## config.mk

```make
export PLATFORM = sky130hd
export DESIGN_NAME = bram_seq_writer
export DESIGN_NICKNAME = d
export VERILOG_FILES = /design/src/rtl/bram_seq_writer_pkg.sv /design/src/rtl/bram_seq_writer_sdp_bram.sv /design/src/rtl/bram_seq_writer.sv
export SDC_FILE = /design/constraint.sdc
export NUM_CORES = 1
export LEC_CHECK = 0
export CAP_MARGIN = 10
export CELL_PAD_IN_SITES_DETAIL_PLACEMENT = 0
export CELL_PAD_IN_SITES_GLOBAL_PLACEMENT = 1
export CORE_MARGIN = 5
export CORE_UTILIZATION = 44
export DETAILED_ROUTE_END_ITERATION = 16
export HOLD_SLACK_MARGIN = 0.05
export PLACE_DENSITY = 0.85
export SLEW_MARGIN = 20
export SYNTH_ARGS = -nofsm -noshare
export SYNTH_HDL_FRONTEND = slang
export SYNTH_HIERARCHICAL = 1
export SYNTH_SLANG_ARGS = --single-unit
```

## constraint.sdc

```tcl
create_clock -name clk -period 2 [get_ports clk]
set_input_delay 0.3 -clock clk [delete_from_list [all_inputs] [get_ports clk]]
set_output_delay 0.3 -clock clk [all_outputs]
set_load 0.01 [all_outputs]
```

## src/rtl/bram_seq_writer_pkg.sv

```systemverilog
// Shared types for the sequential BRAM table writer: load FSM state encoding.
// No logic, no latency, no flow control.
package bram_seq_writer_pkg;

   typedef enum logic [1:0] {
      IDLE = 2'd0,
      LOAD = 2'd1,
      DONE = 2'd2
   } state_t;

endpackage

```

## src/rtl/bram_seq_writer_sdp_bram.sv

```systemverilog
// Simple dual-port block RAM: one write port, one registered read port, read-first.
// Read latency 1 clock; no backpressure, a write happens on every cycle with we=1.
module bram_seq_writer_sdp_bram #(
   parameter int ADDR_WIDTH = 3,
   parameter int DATA_WIDTH = 2
) (
   input  logic                  clk,
   input  logic                  we,
   input  logic [ADDR_WIDTH-1:0] waddr,
   input  logic [DATA_WIDTH-1:0] wdata,
   input  logic [ADDR_WIDTH-1:0] raddr,
   output logic [DATA_WIDTH-1:0] rdata
);

   (* ram_style = "block" *) logic [DATA_WIDTH-1:0] mem [2**ADDR_WIDTH];

   // Both updates are non-blocking, so a same-address read returns the old word.
   always_ff @(posedge clk) begin
      if (we) begin
         mem[waddr] <= wdata;
      end
      rdata <= mem[raddr];
   end

endmodule

```

## src/rtl/bram_seq_writer.sv

```systemverilog
// Fills a BRAM table at addresses 0..depth-1 from a valid/ready word stream; rd_data has 1-clock latency.
// wr_ready is high only while loading; the source must hold wr_data until wr_valid && wr_ready.
module bram_seq_writer
   import bram_seq_writer_pkg::*;
#(
   parameter int ADDR_WIDTH = 3,
   parameter int DATA_WIDTH = 2
) (
   input  logic                  clk,
   input  logic                  reset_n,
   input  logic                  start,
   input  logic                  wr_valid,
   input  logic [DATA_WIDTH-1:0] wr_data,
   output logic                  wr_ready,
   output logic                  busy,
   output logic                  done,
   output logic [ADDR_WIDTH:0]   count,
   input  logic [ADDR_WIDTH-1:0] rd_addr,
   output logic [DATA_WIDTH-1:0] rd_data
);

   state_t                state;
   state_t                state_nx;
   logic [ADDR_WIDTH-1:0] waddr;
   logic                  wr_en;

   always_ff @(posedge clk or negedge reset_n) begin
      if (!reset_n) begin
         state <= IDLE;
      end else begin
         state <= state_nx;
      end
   end

   always_comb begin
      state_nx = state;
      wr_en    = 1'b0;
      case (state)
         IDLE: begin
            if (start) state_nx = LOAD;
         end
         LOAD: begin
            wr_en = wr_valid && wr_ready;
            if (wr_en && (&waddr)) state_nx = DONE;
         end
         DONE: begin
            if (start) state_nx = LOAD;
         end
         default: state_nx = IDLE;
      endcase
   end

   // Status flags are registered from the next state so they line up with state.
   always_ff @(posedge clk or negedge reset_n) begin
      if (!reset_n) begin
         wr_ready <= 1'b0;
         busy     <= 1'b0;
         done     <= 1'b0;
         count    <= '0;
         waddr    <= '0;
      end else begin
         wr_ready <= (state_nx == LOAD);
         busy     <= (state_nx == LOAD);
         done     <= (state_nx == DONE);
         if ((state != LOAD) && start) begin
            waddr <= '0;
            count <= '0;
         end else if (wr_en) begin
            waddr <= waddr + ADDR_WIDTH'(1);
            count <= count + (ADDR_WIDTH+1)'(1);
         end
      end
   end

   bram_seq_writer_sdp_bram #(
      .ADDR_WIDTH (ADDR_WIDTH),
      .DATA_WIDTH (DATA_WIDTH)
   ) u_ram (
      .clk   (clk),
      .we    (wr_en),
      .waddr (waddr),
      .wdata (wr_data),
      .raddr (rd_addr),
      .rdata (rd_data)
   );

endmodule

```

==> results of run 1 <==
## cell families (layout without fill, tap and decap cells)
| family | count (synthesis) | in the layout | synth area share, % |
|---|---|---|---|
| flip-flops | 29 | 29 | 65.2 |
| AND/OR/NAND/NOR | 19 | 19 | 8.92 |
| adder cells (fa/ha/maj) | 3 | 3 | 3.08 |
| multiplexers | 11 | 11 | 14.6 |
| AO/OA/AOI/OAI | 12 | 12 | 6.46 |
| buffers and inverters | 4 | 28 | 1.74 |
## layout make-up
cell class                      instances  area (um2)  share of cell area (%)
Clock buffer                            5        37.5                    2.55
Clock inverter                          3        12.5                   0.850
Inverter                                3        13.8                   0.935
Multi-Input combinational cell         45         403                    27.4
Sequential cell                        29         796                    54.1
Tap cell                               31        38.8                    2.64
Timing Repair Buffer                   17         170                    11.6
## path summary, 6_finish.rpt
| path | startpoint | end | slack [ns] |
|---|---|---|---|
| worst max register to register | state[1] | u_ram/mem[0][1] | 0.46 |
| min in group clk | count[3] | count[3] | 0.49 |
| worst max-delay path | busy | busy | 0.37 |
| worst min-delay path | reset_n | count[3] | 0.30 |
| max in group asynchronous | reset_n | state[1] | 1.37 |
| worst min register to register | count[3] | count[3] | 0.49 |
## cells in the final DEF (no fill, tap or decap)
cell type / Yosys / layout
dfxtp_1: 2 / 2
a32o_1: 2 / 2
nand4_1: 1 / 1
a22o_1: 2 / 2
nand2_1: 4 / 4
clkbuf_4: 0 / 5
a31oi_1: 1 / 1
mux2_2: 2 / 2
clkinv_2: 0 / 1
mux4_1: 4 / 4
nand4b_4: 1 / 1
nor3_1: 2 / 2
nor2b_1: 1 / 1
o21ai_0: 5 / 5
nand2b_1: 4 / 4
inv_4: 1 / 1
a21oi_1: 2 / 2
ha_1: 3 / 3
dfrtp_1: 11 / 11
mux2i_1: 5 / 5
inv_1: 2 / 2
nor2_1: 6 / 6
edfxtp_1: 16 / 16
clkdlybuf4s50_1: 0 / 17
clkinv_1: 0 / 2
## stage by stage
step | util (%) | hold WS, ns | power [mW] | instance area [um2]
2_1_floorplan | - | 0.00441 | 1.20 | 1220
3_3_place_gp | 52.4 | 0.468 | 1.41 | 1420
3_5_place_dp | 52.4 | 0.468 | 1.42 | 1420
4_1_cts | 54.3 | 0.307 | 1.74 | 1470
5_1_grt | 54.3 | 0.315 | 1.84 | 1470
6_report | 54.3 | 0.303 | 1.72 | 1470
## per-layer routing
metal	vias up	part of all wire (%)	global-route usage (%)	wire (um)
li1	348	-	-	-
met1	341	43	12.3	874
met2	22	50	19.0	1020
met3	5	5.6	4.86	114
met4	0	2.0	7.96	40
met5	-	0	0	0
## power by group through the flow
| stage | Combinational, mW | Sequential (mW) | Clock (mW) |
|---|---|---|---|
| 5_1_grt | 0.574 | 0.903 | 0.363 |
| 6_report | 0.521 | 0.884 | 0.312 |
| 3_5_place_dp | 0.525 | 0.896 | 0 |
| 4_1_cts | 0.530 | 0.885 | 0.330 |
| 2_1_floorplan | 0.303 | 0.896 | 0 |
| 3_3_place_gp | 0.515 | 0.896 | 0 |
## registers in the layout (all words and copies together) (netlist names)
name         flops
busy             1
count            4
done             1
state            2
u_ram/mem       16
u_ram/rdata      2
waddr            3
==> flow_metrics.env, run 1 <==
export IMPL_status="finished clean"
export IMPL_wire_per_inst_um=15.4
export IMPL_initial_core_util_pct=45.0
export IMPL_die_h_um=62.7
export IMPL_cts_path_max_buffers=2
export IMPL_dpl_worst_slack_ns=0.0797
export IMPL_start_kind="flip-flop"
export IMPL_p_switching_mw=0.554
export IMPL_worstPathMaxFanout=4
export IMPL_htree_levels=2
export IMPL_ant_nets=0
export IMPL_synth_nets=90
export IMPL_syn_inst=78
export IMPL_drv_cap=0
export IMPL_grt_pass1_vias=747
export IMPL_synth_most_common_cell="edfxtp_1"
export IMPL_netlist_top_cells_count="16 x edfxtp_1, 11 x dfrtp_1, 6 x nor2_1"
export IMPL_worstPathRequired_ns=1.70
export IMPL_post_cts_setup_buffer_count=0
export IMPL_totalWireLength_mm=2.05
export IMPL_synth_edf_count=16
export IMPL_drive_gt1_share_pct=9.80
export IMPL_fin_skew_ns=0.00718
export IMPL_cp_arrival_ns=1.33
export IMPL_overflow=0
export IMPL_critical_path_max_stage_delay_ns=0.57
export IMPL_grt_max_degree=12
export IMPL_synth_async_sr_flop_share_pct=37.9
export IMPL_hold_violations=0
export IMPL_ios=18
export IMPL_cts_tree="yes"
export IMPL_grt_pass1_wl_mm=3.45
export IMPL_power_density_mw_per_mm2=1170
export IMPL_ys_ff_latch=29
export IMPL_antennaDiodeCount=0
export IMPL_drt_iter0_markers=8
export IMPL_setup_viol=0
export IMPL_die_w_um=62.7
export IMPL_worstSetupPathType="flip-flop to output port"
export IMPL_synth_area_leaders="edfxtp_1 39%, dfrtp_1 23%, mux4_1 8.6%"
export IMPL_syn2layout_area_growth_pct=20.6
export IMPL_power_frac_seq_pct=51.5
export IMPL_vdd_drop_max_mv=0.673
export IMPL_layout_min_cycle_time_ns=1.63
export IMPL_internal_power_mw=1.16
export IMPL_fin_nets=113
export IMPL_coreArea_mm2=0.00271
export IMPL_die_area_mm2=0.00393
export IMPL_clock_fmax_mhz=614
export IMPL_r2r_cells=4
export IMPL_synth_cell_types=22
export IMPL_vias_per_cell=5.38
export IMPL_cts_made_buffers=5
export IMPL_synthFlopType="edfxtp_1"
export IMPL_place_hpwl_mm=1.58
export IMPL_switching_share_pct=32.2
export IMPL_leakagePower_nw=0.591
export IMPL_insertion_delay_ns=0.32
export IMPL_cp_depth=1
export IMPL_tightest_slew_ns=0.485
export IMPL_dpl_cell_count=125
export IMPL_synthDominantAreaCellType="edfxtp_1"
export IMPL_synth_top_area_share_pct=39.4
export IMPL_ctsHoldBuffers=0
export IMPL_drc=0
export IMPL_clkTransAtPathRegs_ns=0.09
export IMPL_cts_sinks=29
export IMPL_drv_slew=0
export IMPL_dr_total_vias=716
export IMPL_rows=19
export IMPL_worst_path_dominant_cell_family="buffers and inverters"
export IMPL_gp_congestion=0.794
export IMPL_antenna_found_initial=0
export IMPL_pwr_share_comb_pct=30.3
export IMPL_ys_seq_area_share_pct=65.2
export IMPL_cts_resized=0
export IMPL_yosysWarnings=6
export IMPL_endpoint_kind="output port"
export IMPL_fin_setup_tns_ns=0
export IMPL_first_pass_iters=4
export IMPL_synth_avg_cell_area_um2=15.6
export IMPL_finalCritPeriodShare_pct=81.5
export IMPL_fin_cells=133
export IMPL_portBuffers=17
export IMPL_nFillCells=239
export IMPL_crit_slowest_cell="clkdlybuf4s50_1"
export IMPL_grt_total_usage_pct=11.7
export IMPL_root_buffer="clkbuf_4"
export IMPL_pwr_share_clk_pct=18.2
export IMPL_cp_cell_sequence="clkdlybuf4s50_1"
export IMPL_path_buf_inv=1
export IMPL_slew_headroom_pct=67.6
export IMPL_rsz0062_at_grt="no"
export IMPL_syn_cell_area_mm2=0.00122
export IMPL_min_path_type="input port to asynchronous set/reset pin"
export IMPL_setup_ws_ns=0.371
(Power assumes the default switching activity.)
==> run 2, diff against run 1 <==
CORE_UTILIZATION = 39   (was 44)
PLACE_DENSITY = 0.8   (was 0.85)
clock period = 1.43 ns   (was 2 ns; I/O delays follow)
==> run 2 against run 1 <==
Via count grew 3.8%. Core utilization shrank 1.9 points. First-iteration DRC count grew 63%. Combinational power grew 71%. Sequential power grew 31%. Die area grew 11%. Worst hold slack lost 0.089 ns. Register-to-register slack lost 0.35 ns. Total power grew 56%. Flip-flop and latch count is the same. Clock skew shrank 0.0024 ns.
==> flow_metrics.env, run 2 (same netlist as run 1, synthesis figures left out) <==
export IMPL_min_path_type="input port to asynchronous set/reset pin"
export IMPL_grt_pass1_vias=807
export IMPL_root_buffer="clkbuf_4"
export IMPL_cp_cell_sequence="buf_4 -> nand4b_4 -> inv_4 -> nand2_1 -> nor2_1"
export IMPL_cp_arrival_ns=1.33
export IMPL_fin_cells=154
export IMPL_vias_per_cell=4.82
export IMPL_dpl_cell_count=144
export IMPL_fin_skew_ns=0.00476
export IMPL_start_kind="flip-flop"
export IMPL_cts_path_max_buffers=2
export IMPL_fin_nets=121
export IMPL_dpl_worst_slack_ns=-0.330
export IMPL_cts_sinks=29
export IMPL_coreArea_mm2=0.00303
export IMPL_cts_tree="yes"
export IMPL_largest_register="u_ram/mem"
export IMPL_fin_setup_tns_ns=0
export IMPL_tightest_slew_ns=0.477
export IMPL_layout_common_cells="16 x edfxtp_1, 10 x dfrtp_1, 8 x buf_4"
export IMPL_clock_fmax_mhz=760
export IMPL_insertion_delay_ns=0.32
export IMPL_ios=18
export IMPL_grt_pass1_wl_mm=3.58
export IMPL_layout_min_cycle_time_ns=1.32
export IMPL_status="finished clean"
export IMPL_setup_ws_ns=0.114
export IMPL_rsz0062_at_grt="yes"
export IMPL_layout_commonest_cell="edfxtp_1"
export IMPL_drv_cap=0
export IMPL_slew_headroom_pct=68.1
export IMPL_finalInstanceArea_mm2=0.00159
export IMPL_vdd_drop_max_mv=1.02
export IMPL_overflow=0
export IMPL_largest_register_ffs=16
export IMPL_grt_total_usage_pct=11.5
export IMPL_worstPathRequired_ns=1.44
export IMPL_gp_congestion=0.766
export IMPL_p_switching_mw=0.806
export IMPL_die_area_mm2=0.00435
export IMPL_drive_gt1_share_pct=19.1
export IMPL_totalWireLength_mm=2.01
export IMPL_switching_share_pct=30.1
export IMPL_drc=0
export IMPL_rows=20
export IMPL_htree_levels=2
export IMPL_routed_wl_met2_um=999
export IMPL_finalCritPeriodShare_pct=92.1
export IMPL_die_h_um=65.9
export IMPL_clkTransAtPathRegs_ns=0.09
export IMPL_worstPathMaxFanout=4
export IMPL_ctsHoldBuffers=0
export IMPL_wire_per_inst_um=13.1
export IMPL_portBuffers=17
export IMPL_pwr_share_clk_pct=23.4
export IMPL_drv_slew=0
export IMPL_ant_nets=0
export IMPL_hold_violations=0
export IMPL_power_frac_seq_pct=43.3
export IMPL_cts_made_buffers=5
export IMPL_first_pass_iters=4
export IMPL_drt_iter0_markers=13
export IMPL_antennaDiodeCount=0
export IMPL_placed_area_mm2=0.00148
export IMPL_critical_path_max_stage_delay_ns=0.37
export IMPL_reg_top3="u_ram/mem x16, count x4, waddr x3"
export IMPL_power_density_mw_per_mm2=1690
export IMPL_wl_met3_um=166
export IMPL_internal_power_mw=1.87
export IMPL_met1_length_um=803
export IMPL_top_layer_used="met4"
export IMPL_die_w_um=65.9
export IMPL_nFillCells=250
export IMPL_pwr_share_comb_pct=33.3
export IMPL_crit_slowest_cell="dfrtp_2"
export IMPL_place_hpwl_mm=1.51
export IMPL_antenna_found_initial=0
export IMPL_syn2layout_area_growth_pct=30.1
export IMPL_setup_viol=0
export IMPL_leakagePower_nw=0.698
export IMPL_worstSetupPathType="flip-flop to flip-flop"
export IMPL_initial_core_util_pct=40.3
export IMPL_dr_total_vias=743
export IMPL_endpoint_kind="flip-flop"
export IMPL_grt_max_degree=12
-- run 2: worst max-delay path: cells and delay by family, from the launching register on --
family / cells / cell delay [ns]
buffers and inverters: 2 / 0.19
DFF: 1 / 0.37
and+or+nand+nor: 3 / 0.46
-- run 2: routing by layer --
| layer | global-route usage (%) | vias to the layer above |
|---|---|---|
| li1 | - | 363 |
| met1 | 11.9 | 350 |
| met2 | 18.5 | 24 |
| met3 | 6.80 | 6 |
| met4 | 5.33 | 0 |
| met5 | 0 | - |
-- run 2: power by group through the flow --
stage / sequential [mW] / clock [mW] / combinational, mW
after floorplan: 1.25 / 0 / 0.424
after global placement: 1.20 / 0 / 0.864
after detailed placement: 1.20 / 0 / 0.876
after CTS: 1.16 / 0.650 / 0.900
after global routing: 1.19 / 0.705 / 1.00
final: 1.16 / 0.627 / 0.893
-- run 2: path summary, 6_finish.rpt --
path	startpoint	end	slack [ns]	cells after the start
worst max-delay path	busy	u_ram/mem[6][1]	0.11	5
worst min-delay path	reset_n	count[2]	0.21	1
worst max register to register	busy	u_ram/mem[6][1]	0.11	5
min in group clk	count[3]	count[3]	0.48	1
max in group asynchronous	reset_n	busy	0.86	1
worst min register to register	count[3]	count[3]	0.48	1
-- run 2: repair_timing --
action                     in CTS  in global routing
setup endpoints to repair       6                 11
setup buffers                   2                  0
resized for setup               8                  5
-- run 2: cell type report --
type / count / area (um2) / area share [%]
well taps: 44 / 55.1 / 3.47
multi-input cells: 45 / 413 / 26.0
flip-flops and latches: 29 / 797 / 50.2
repair buffers: 25 / 233 / 14.7
clock buffers: 6 / 41.3 / 2.60
clock inverters: 2 / 33.8 / 2.13
inverters: 3 / 13.8 / 0.868
-- run 2: per-stage QoR --
stage,utilization (%),power (mW),hold slack [ns]
after floorplan,-,1.68,-0.0811
after global placement,49.0,2.06,0.455
after detailed placement,49.0,2.08,0.468
after CTS,51.9,2.71,0.227
after global routing,52.4,2.89,0.227
final,52.4,2.68,0.213
==> run 3, diff against run 2 <==
PLACE_DENSITY = not set   (was 0.8)
PLACE_DENSITY_LB_ADDON = 0.1   (was not set)
==> run 3 against run 2 <==
Critical path depth stayed put. Clock power is 28% lower. Core utilization is 0.66 points lower. Largest cell class unchanged. Maximum frequency is 0.87% lower. Register-to-register slack hardly changed. Cell count is 0.65% higher. Final area is 1.3% lower. Combinational power is 2% higher. Global-route usage is 0.76 points higher. Highest routed layer unchanged.
==> flow_metrics.env, run 3 (same netlist as run 1, synthesis figures left out) <==
export IMPL_vdd_drop_max_mv=0.681
export IMPL_leakagePower_nw=0.685
export IMPL_insertion_delay_ns=0.32
export IMPL_dr_total_vias=741
export IMPL_die_w_um=65.9
export IMPL_overflow=0
export IMPL_syn2layout_area_growth_pct=28.4
export IMPL_drv_slew=0
export IMPL_crit_slowest_cell="dfrtp_1"
export IMPL_setup_ws_ns=0.102
export IMPL_min_path_type="input port to asynchronous set/reset pin"
export IMPL_wire_per_inst_um=13.8
export IMPL_grt_pass1_vias=820
export IMPL_pwr_share_clk_pct=17.9
export IMPL_finalCritPeriodShare_pct=92.9
export IMPL_setup_viol=0
export IMPL_cp_cell_sequence="buf_4 -> nand4b_4 -> inv_4 -> nand2_1 -> nor2_1"
export IMPL_ios=18
export IMPL_layout_common_cells="16 x edfxtp_1, 11 x dfrtp_1, 9 x buf_4"
export IMPL_htree_levels=2
export IMPL_worst_path_dominant_cell_family="simple AND/OR/NAND/NOR gates"
export IMPL_reg2reg_slack_ns=0.10
export IMPL_utilization_pct=51.7
export IMPL_grt_total_usage_pct=12.3
export IMPL_ctsHoldBuffers=0
export IMPL_cts_made_buffers=5
export IMPL_internal_power_mw=1.70
export IMPL_coreArea_mm2=0.00303
export IMPL_dpl_worst_slack_ns=-0.361
export IMPL_slew_headroom_pct=66.6
export IMPL_p_switching_mw=0.817
export IMPL_power_density_mw_per_mm2=1610
export IMPL_clkTransAtPathRegs_ns=0.09
export IMPL_layout_commonest_cell="edfxtp_1"
export IMPL_reg_top3="u_ram/mem x16, count x4, waddr x3"
export IMPL_start_kind="flip-flop"
export IMPL_worstPathMaxFanout=4
export IMPL_largest_register="u_ram/mem"
export IMPL_antenna_found_initial=0
export IMPL_tightest_slew_ns=0.500
export IMPL_rows=20
export IMPL_clock_fmax_mhz=753
export IMPL_nFillCells=273
export IMPL_worstSetupPathType="flip-flop to flip-flop"
export IMPL_cp_arrival_ns=1.35
export IMPL_drt_iter0_markers=24
export IMPL_fin_skew_ns=0.00432
export IMPL_drc=0
export IMPL_status="finished clean"
export IMPL_largest_register_ffs=16
export IMPL_first_pass_iters=4
export IMPL_drive_gt1_share_pct=19.8
export IMPL_cts_sinks=29
export IMPL_portBuffers=17
export IMPL_layout_min_cycle_time_ns=1.33
export IMPL_cts_tree="yes"
export IMPL_die_h_um=65.9
export IMPL_gp_congestion=0.801
export IMPL_endpoint_kind="flip-flop"
export IMPL_rsz0062_at_grt="no"
export IMPL_path_buf_inv=2
export IMPL_power_frac_seq_pct=46.0
export IMPL_critical_path_max_stage_delay_ns=0.38
export IMPL_r2r_cells=5
export IMPL_place_hpwl_mm=1.60
export IMPL_initial_core_util_pct=40.3
export IMPL_totalWireLength_mm=2.14
export IMPL_fin_nets=122
export IMPL_root_buffer="clkbuf_4"
export IMPL_pwr_share_comb_pct=36.1
export IMPL_r2r_start="busy"
export IMPL_drv_cap=0
export IMPL_worstPathRequired_ns=1.45
export IMPL_cts_path_max_buffers=2
export IMPL_ant_nets=0
export IMPL_grt_pass1_wl_mm=3.81
export IMPL_crit_path_start="busy"
export IMPL_vias_per_cell=4.78
export IMPL_r2r_end="u_ram/mem[5][1]"
export IMPL_hold_violations=0
export IMPL_switching_share_pct=32.5
export IMPL_grt_max_degree=12
export IMPL_antennaDiodeCount=0
export IMPL_die_area_mm2=0.00435
## run 3: layout make-up
| type | instances | area [um2] | area share [%] |
|---|---|---|---|
| Sequential cell | 29 | 796 | 50.8 |
| Clock buffer | 5 | 37.5 | 2.40 |
| Inverter | 3 | 13.8 | 0.879 |
| Tap cell | 44 | 55.1 | 3.51 |
| Clock inverter | 3 | 12.5 | 0.799 |
| Multi-Input combinational cell | 45 | 415 | 26.5 |
| Timing Repair Buffer | 26 | 236 | 15.1 |
## run 3: worst max-delay path by stage
stage | endpoint | slack (ns) | depth (start not counted)
2_1_floorplan | u_ram/mem[0][0] | 0.07 | 4
4_1_cts | done | 0.004 | 1
3_5_place_dp | u_ram/rdata[0] | -0.36 | 3
5_1_grt | u_ram/mem[5][0] | 0.004 | 5
3_3_place_gp | u_ram/rdata[0] | -0.32 | 3
6_report | u_ram/mem[5][1] | 0.10 | 5
## run 3: power by group through the flow
stage	clock (mW)	combinational [mW]	sequential [mW]
after floorplan	0	0.424	1.25
after global placement	0	0.874	1.20
after detailed placement	0	0.882	1.20
after CTS	0.481	0.907	1.16
after global routing	0.526	1.03	1.18
final	0.449	0.909	1.16
## run 3: stage by stage
step	total power, mW	cells	TNS [ns]	area (um2)	hold slack, ns
4_1_cts	2.55	155	0	1550	0.221
6_report	2.52	155	0	1570	0.224
3_3_place_gp	2.07	144	-3.29	1480	0.455
3_5_place_dp	2.08	144	-3.66	1480	0.458
2_1_floorplan	1.68	78	0	1220	-0.0811
5_1_grt	2.74	155	0	1570	0.241
## run 3: routing by layer
metal  vias to the layer above  global-route usage (%)  wire length, um
li1                        363                       -                -
met1                       355                    12.3              828
met2                        17                    21.2             1140
met3                         6                    5.27              120
met4                         0                    6.85               59
met5                         -                       0                0
## run 3: worst reg2reg max path, cell delays in order, from the launching register on
cell      delay [ns]
dfrtp_1         0.38
buf_4           0.13
nand4b_4        0.12
inv_4           0.07
nand2_1         0.12
nor2_1          0.22
## run 3: timing repair
item | in CTS | in global routing
buffers inserted | 3 | 0
resized for setup | 7 | 6
endpoints found under the setup margin | 8 | 9
endpoints found under the hold margin | 0 | 0
==> RTL change 1 (settings of run 2) <==
The 3 states of `state_t` get a one-hot encoding in 3 bits.
--- a/src/rtl/bram_seq_writer_pkg.sv
+++ b/src/rtl/bram_seq_writer_pkg.sv
@@ -4,6 +4,6 @@
 
-   typedef enum logic [1:0] {
-      IDLE = 2'd0,
-      LOAD = 2'd1,
-      DONE = 2'd2
+   typedef enum logic [2:0] {
+      IDLE = 3'b001,
+      LOAD = 3'b010,
+      DONE = 3'b100
    } state_t;
Function: no difference found for any inputs over 10 cycles, from zero or initial values and one cycle with reset_n low; not proved beyond that.
==> RTL change 1 against run 2 <==
The run now ends with negative setup slack left; total power fell by 27%; clock skew is 0.0037 ns lower; area after synthesis increased by 5.5%; final cell count is 7.1% higher; final area rose by 8.1%; sequential share of layout area decreased by 2.3 points; first-iteration DRC count increased by 7.7%; sequential power decreased by 13%; clock power fell by 25%; worst setup slack worse by 0.24 ns; via count up 6.1%; sequential cell count up 1; wire length up 13%; largest power group unchanged; highest routed layer unchanged.
==> RTL change 1: results (changes against run 2) <==
Critical path
  – Worst setup path start: state[0] (was busy)
  – Crit path largest cell delay: 0.42 ns (was 0.37 ns)
  – Worst setup path endpoint: u_ram/mem[0][1] (was u_ram/mem[6][1])
  – CP max-delay cell: or3b_4 (was dfrtp_2)
  – Crit path DAT: 1.58 ns (was 1.33 ns)
  – R2R depth: 4 (was 5)

Finish
  – Register Area: 822.0 um2 (was 797.0 um2)
  – Fin nets: 132 (was 121)
  – Non-clock buffering overhead: 15.90% (was 14.67%)
  – Area of the multi-input gates: 508.0 um2 (was 412.9 um2)
  – Largest regs: u_ram/mem (16), count (4) (was u_ram/mem (16), count (4), waddr (3))
  – Ratio of cells with drive above 1 in the final layout: 30.58% (was 19.09%)
  – Post-layout util: 55.28% (was 52.40%)
  – Layout sequential cell count: 30 (was 29)
  – Non-clk bufs: 31 (was 25)

Yosys
  – Top cells by count, synth: edfxtp_1 (16), dfrtp_1 (11), nor2_1 (8) (was edfxtp_1 (16), dfrtp_1 (11), nor2_1 (6))
  – Synthesized Nets: 96 (was 90)
  – Cell variety after synth: 27 (was 22)

Placed design
  – Hpwl dp: 1633 um (was 1513 um)
  – DP Area: 1592 um2 (was 1483 um2)
  – Gpl congestion: 0.6558 (was 0.7664)

Routing
  – Via-to-Cell Ratio: 4.776 (was 4.825)
  – Routed WL per cell: 13.76 um (was 13.05 um)
  – DR iter-0 viols: 14 (was 13)

Pwr
  – Leakage: 0.7433 nW (was 0.6977 nW)
  – Peak supply drop: 0.4863 mV (was 1.019 mV)

STA
  – Final setup fails: 23 (was 0)
  – Final Worst Setup Slack: -0.1222 ns (was 0.1137 ns)
  – Measured slew at the worst slew-check pin: 0.2598 ns (was 0.4769 ns)
  – Clock skew: 0.001051 ns (was 0.004765 ns)

Global route
  – Vias in the first global route: 848 (was 807)
  – Pin count of the biggest net entering global routing: 13 (was 12)
  – First-pass GRT wire length: 3850 um (was 3581 um)

Run status
  – Failing checks: negative setup slack
  – Status: complete, but fails checks (was completed)
[RTL change 1: routing by layer]
layer	GRT usage, %	share of wire (%)	wire length (um)	vias to the layer above
met3	5.158	3.8	86	4
li1	-	-	-	391
met5	0	0	0	-
met2	19.88	52	1171	15
met1	13.45	43	979	378
met4	6.076	1.4	32	0
[RTL change 1: power by group]
part           switching (W)  total (W)  internal (W)  leakage (nW)
clock network       0.000286   0.000471      0.000184        0.0297
logic               0.000223   0.000484      0.000261         0.392
registers          0.0000312    0.00101      0.000981         0.322
[RTL change 1: worst register-to-register path, cell delays in order, from the launching register on]
cell and delay, ns:
dfstp_2 0.38, or3b_4 0.42, nor2_4 0.17, nand2b_4 0.09, nor3_4 0.19
[RTL change 1: cell families after synthesis]
family | after synthesis | share of synthesized area, %
multiplexers | 10 | 14.29
AND/OR/NAND/NOR | 24 | 9.330
adder cells (fa/ha/maj) | 3 | 2.916
AO/OA/AOI/OAI | 10 | 5.539
buffers and inverters | 4 | 2.041
flip-flops | 30 | 63.85
XOR/XNOR | 3 | 2.041
[RTL change 1: repair_timing]
| action | CTS | global route |
|---|---|---|
| endpoints found under the setup margin | 29 | 27 |
| gates resized for setup | 12 | 8 |
| pin swaps | 1 | 4 |
| setup buffers | 3 | 0 |
[RTL change 1: stage by stage]
stage               total power (W)  hold WS, ns  worst slack (ns)  cells
global route               0.002084       0.1754           -0.1777    165
detailed placement         0.001485       0.5309           -0.3379    154
floorplan                  0.001299     -0.08109           -0.2142     84
finish                     0.001966       0.1807           -0.1222    165
CTS                        0.001979       0.1650           -0.1348    165
global placement           0.001475       0.5221           -0.2967    154
==> RTL change 2 (settings of run 2) <==
Without the edit above. `ADDR_WIDTH` is set to 3 in 2 places; all go to 2.
--- a/src/rtl/bram_seq_writer_sdp_bram.sv
+++ b/src/rtl/bram_seq_writer_sdp_bram.sv
@@ -3,3 +3,3 @@
 module bram_seq_writer_sdp_bram #(
-   parameter int ADDR_WIDTH = 3,
+   parameter int ADDR_WIDTH = 2,
    parameter int DATA_WIDTH = 2
--- a/src/rtl/bram_seq_writer.sv
+++ b/src/rtl/bram_seq_writer.sv
@@ -5,3 +5,3 @@
 #(
-   parameter int ADDR_WIDTH = 3,
+   parameter int ADDR_WIDTH = 2,
    parameter int DATA_WIDTH = 2
Interface: changed (resized count and rd_addr); port bits go from 18 to 16. No check against the original RTL was run, so the function may have changed too.
==> RTL change 2 against run 2 <==
Core utilization shrank 0.21 points; wire length shrank 37%; sequential share of layout area decreased by 0.36 points; sequential cell count shrank 10; worst setup slack lost 0.059 ns; global-route usage decreased by 0.95 points; final area fell by 36%; sequential power shrank 32%; critical path depth decreased by 4; total power decreased by 37%; combinational power shrank 29%; critical path type is now reg2out; area after synthesis is 36% lower.
==> RTL change 2: results (changes against run 2) <==
Yosys
  – Cells after Synth: 48 (was 78)
  – Post-synthesis async set-or-reset flop share: 47.37% (was 37.93%)
  – Synth area leaders: edfxtp_1 (31%), dfrtp_1 (29%), mux4_1 (6.7%), dfxtp_1 (5.1%), mux2_4 (3.8%) (was edfxtp_1 (39%), dfrtp_1 (23%), mux4_1 (8.6%), mux2i_1 (4.1%), dfxtp_1 (3.3%))
  – Compound-Gate Fraction of Synth Area: 10.19% (was 6.462%)
  – Mux cell area share after synthesis: 10.51% (was 14.56%)
  – Cell variety after synth: 23 (was 22)
  – Top cells by count, synth: dfrtp_1 (9), edfxtp_1 (8) (was edfxtp_1 (16), dfrtp_1 (11), nor2_1 (6))
  – Share of synthesized cell area in full adder, half adder and majority cells: 3.185% (was 3.077%)
  – Dominant synthesized flop cell: dfrtp_1 (was edfxtp_1)
  – Sequential area share after synthesis: 64.33% (was 65.23%)
  – Synthesized Nets: 58 (was 90)
  – EDFF count, synth: 8 (was 16)

Pwr
  – Peak supply drop: 1.080 mV (was 1.019 mV)
  – Leakage: 0.4534 nW (was 0.6977 nW)

Critical path
  – Worst-path fanout max: 1 (was 4)
  – Crit path largest cell delay: 0.53 ns (was 0.37 ns)
  – R2R Setup Slk: 0.07 ns (was 0.11 ns)
  – CP delay by family, top: buffers and inverters (was simple AND/OR/NAND/NOR gates)
  – Capture point of the worst reg-to-reg path: count[0] (was u_ram/mem[6][1])
  – Crit path DAT: 1.16 ns (was 1.33 ns)
  – Worst r2r src: busy (unchanged)
  – CP max-delay cell: clkdlybuf4s50_1 (was dfrtp_2)

Finish
  – Post-Layout Cell Count: 96 (was 154)
  – Filler Cells Inserted: 171 (was 250)
  – Ratio of cells with drive above 1 in the final layout: 17.39% (was 19.09%)
  – Fin nets: 80 (was 121)
  – Largest regs: u_ram/mem (8), count (3) (was u_ram/mem (16), count (4), waddr (3))

Global route
  – Total track usage: 10.54% (was 11.49%)
  – First-pass GRT wire length: 2166 um (was 3581 um)
  – Pin count of the biggest net entering global routing: 11 (was 12)
  – Antenna violations before repair: 0 (unchanged)
  – Vias in the first global route: 510 (was 807)

Min path
  – HP Class: in2async (unchanged)

STA
  – Measured slew at the worst slew-check pin: 0.4078 ns (was 0.4769 ns)
  – Clock skew: 0.01053 ns (was 0.004765 ns)

Routing
  – WL final: 1263 um (was 2010 um)
  – Via-to-Cell Ratio: 4.844 (was 4.825)
  – DR iter-0 viols: 8 (was 13)

Placed design
  – DP Area: 965.9 um2 (was 1483 um2)
  – Hpwl dp: 933.4 um (was 1513 um)
  – Placed cell count: 90 (was 144)
  – Gpl congestion: 0.8266 (was 0.7664)

Clock tree
  – H-Tree Depth: 1 (was 2)
  – CTS root buffer: clkbuf_4 (unchanged)
  – Worst-Skew Late Latency: 0.29 ns (was 0.32 ns)
  – CTS Buf Count: 3 (was 5)
  – Clock slew at reported path FFs: 0.11 ns (was 0.09 ns)

Run status
  – Status: completed (unchanged)
==> RTL change 2: cell count changes in the layout (fill, tap and decap cells not counted), sizes merged, moves of 3 or more <==
cell | run 2 | this run
nand2b | 4 | 1
mux2i | 5 | 0
dlygate4sd2 | 6 | 3
edfxtp | 16 | 8
nand2 | 4 | 1
clkdlybuf4s50 | 7 | 10
buf | 8 | 4
o21ai | 5 | 2
nor2 | 6 | 1
==> RTL change 2: how the worst max path moves through the flow <==
stage / from / end / slack [ns] / depth (start not counted)
floorplan: busy / u_ram/mem[0][0] / 0.08 / 3
global placement: wr_valid / u_ram/mem[0][0] / -0.17 / 3
detailed placement: wr_valid / u_ram/mem[0][0] / -0.20 / 3
CTS: count[0] / count[0] / 0.009 / 1
global route: busy / waddr[0] / 0.005 / 5
finish: done / done / 0.06 / 1
==> RTL change 2: where the power goes <==
part / switching (W) / total, W / internal, W
registers: 0.0000875 / 0.000792 / 0.000705
clock network: 0.000154 / 0.000263 / 0.000108
logic: 0.000274 / 0.000630 / 0.000356
==> RTL change 2: routing by layer <==
metal | GRT usage [%] | vias to the layer above | routed length [um]
met1 | 10.84 | 227 | 542
met5 | 0 | - | 0
li1 | - | 229 | -
met3 | 2.725 | 2 | 53
met4 | 4.979 | 0 | 12
met2 | 19.49 | 7 | 654
==> RTL change 2: kinds of logic after synthesis <==
group | Yosys count
AOI/OAI and AO/OA | 9
adders and majority gates | 2
buffers and inverters | 4
DFF | 19
muxes | 4
and+or+nand+nor | 10
==> RTL change 2: metrics by stage <==
stage	TNS, ns	setup slack, ns	hold slack, ns
final	0	0.05513	0.2077
after global routing	0	0.004934	0.2379
after CTS	0	0.009483	0.2194
after detailed placement	-1.458	-0.2046	0.5123
after global placement	-1.276	-0.1663	0.5114
after floorplan	0	0.08208	-0.08109
==> RTL change 2: area by class of cell <==
| class | instances | area (um2) | area share (%) |
|---|---|---|---|
| timing repair buffer | 19 | 181.4 | 17.90 |
| inverter | 2 | 7.507 | 0.7407 |
| clock buffer | 4 | 26.28 | 2.593 |
| tap | 27 | 33.78 | 3.333 |
| sequential | 19 | 505.5 | 49.88 |
| multi-input combinational | 25 | 259.0 | 25.56 |
==> RTL change 2: repair_timing <==
| action | 4_1_cts | 5_1_grt |
|---|---|---|
| gates resized for setup | 3 | 3 |
| endpoints found under the setup margin | 4 | 4 |
| gates cloned | 0 | 0 |
| setup buffers | 2 | 0 |
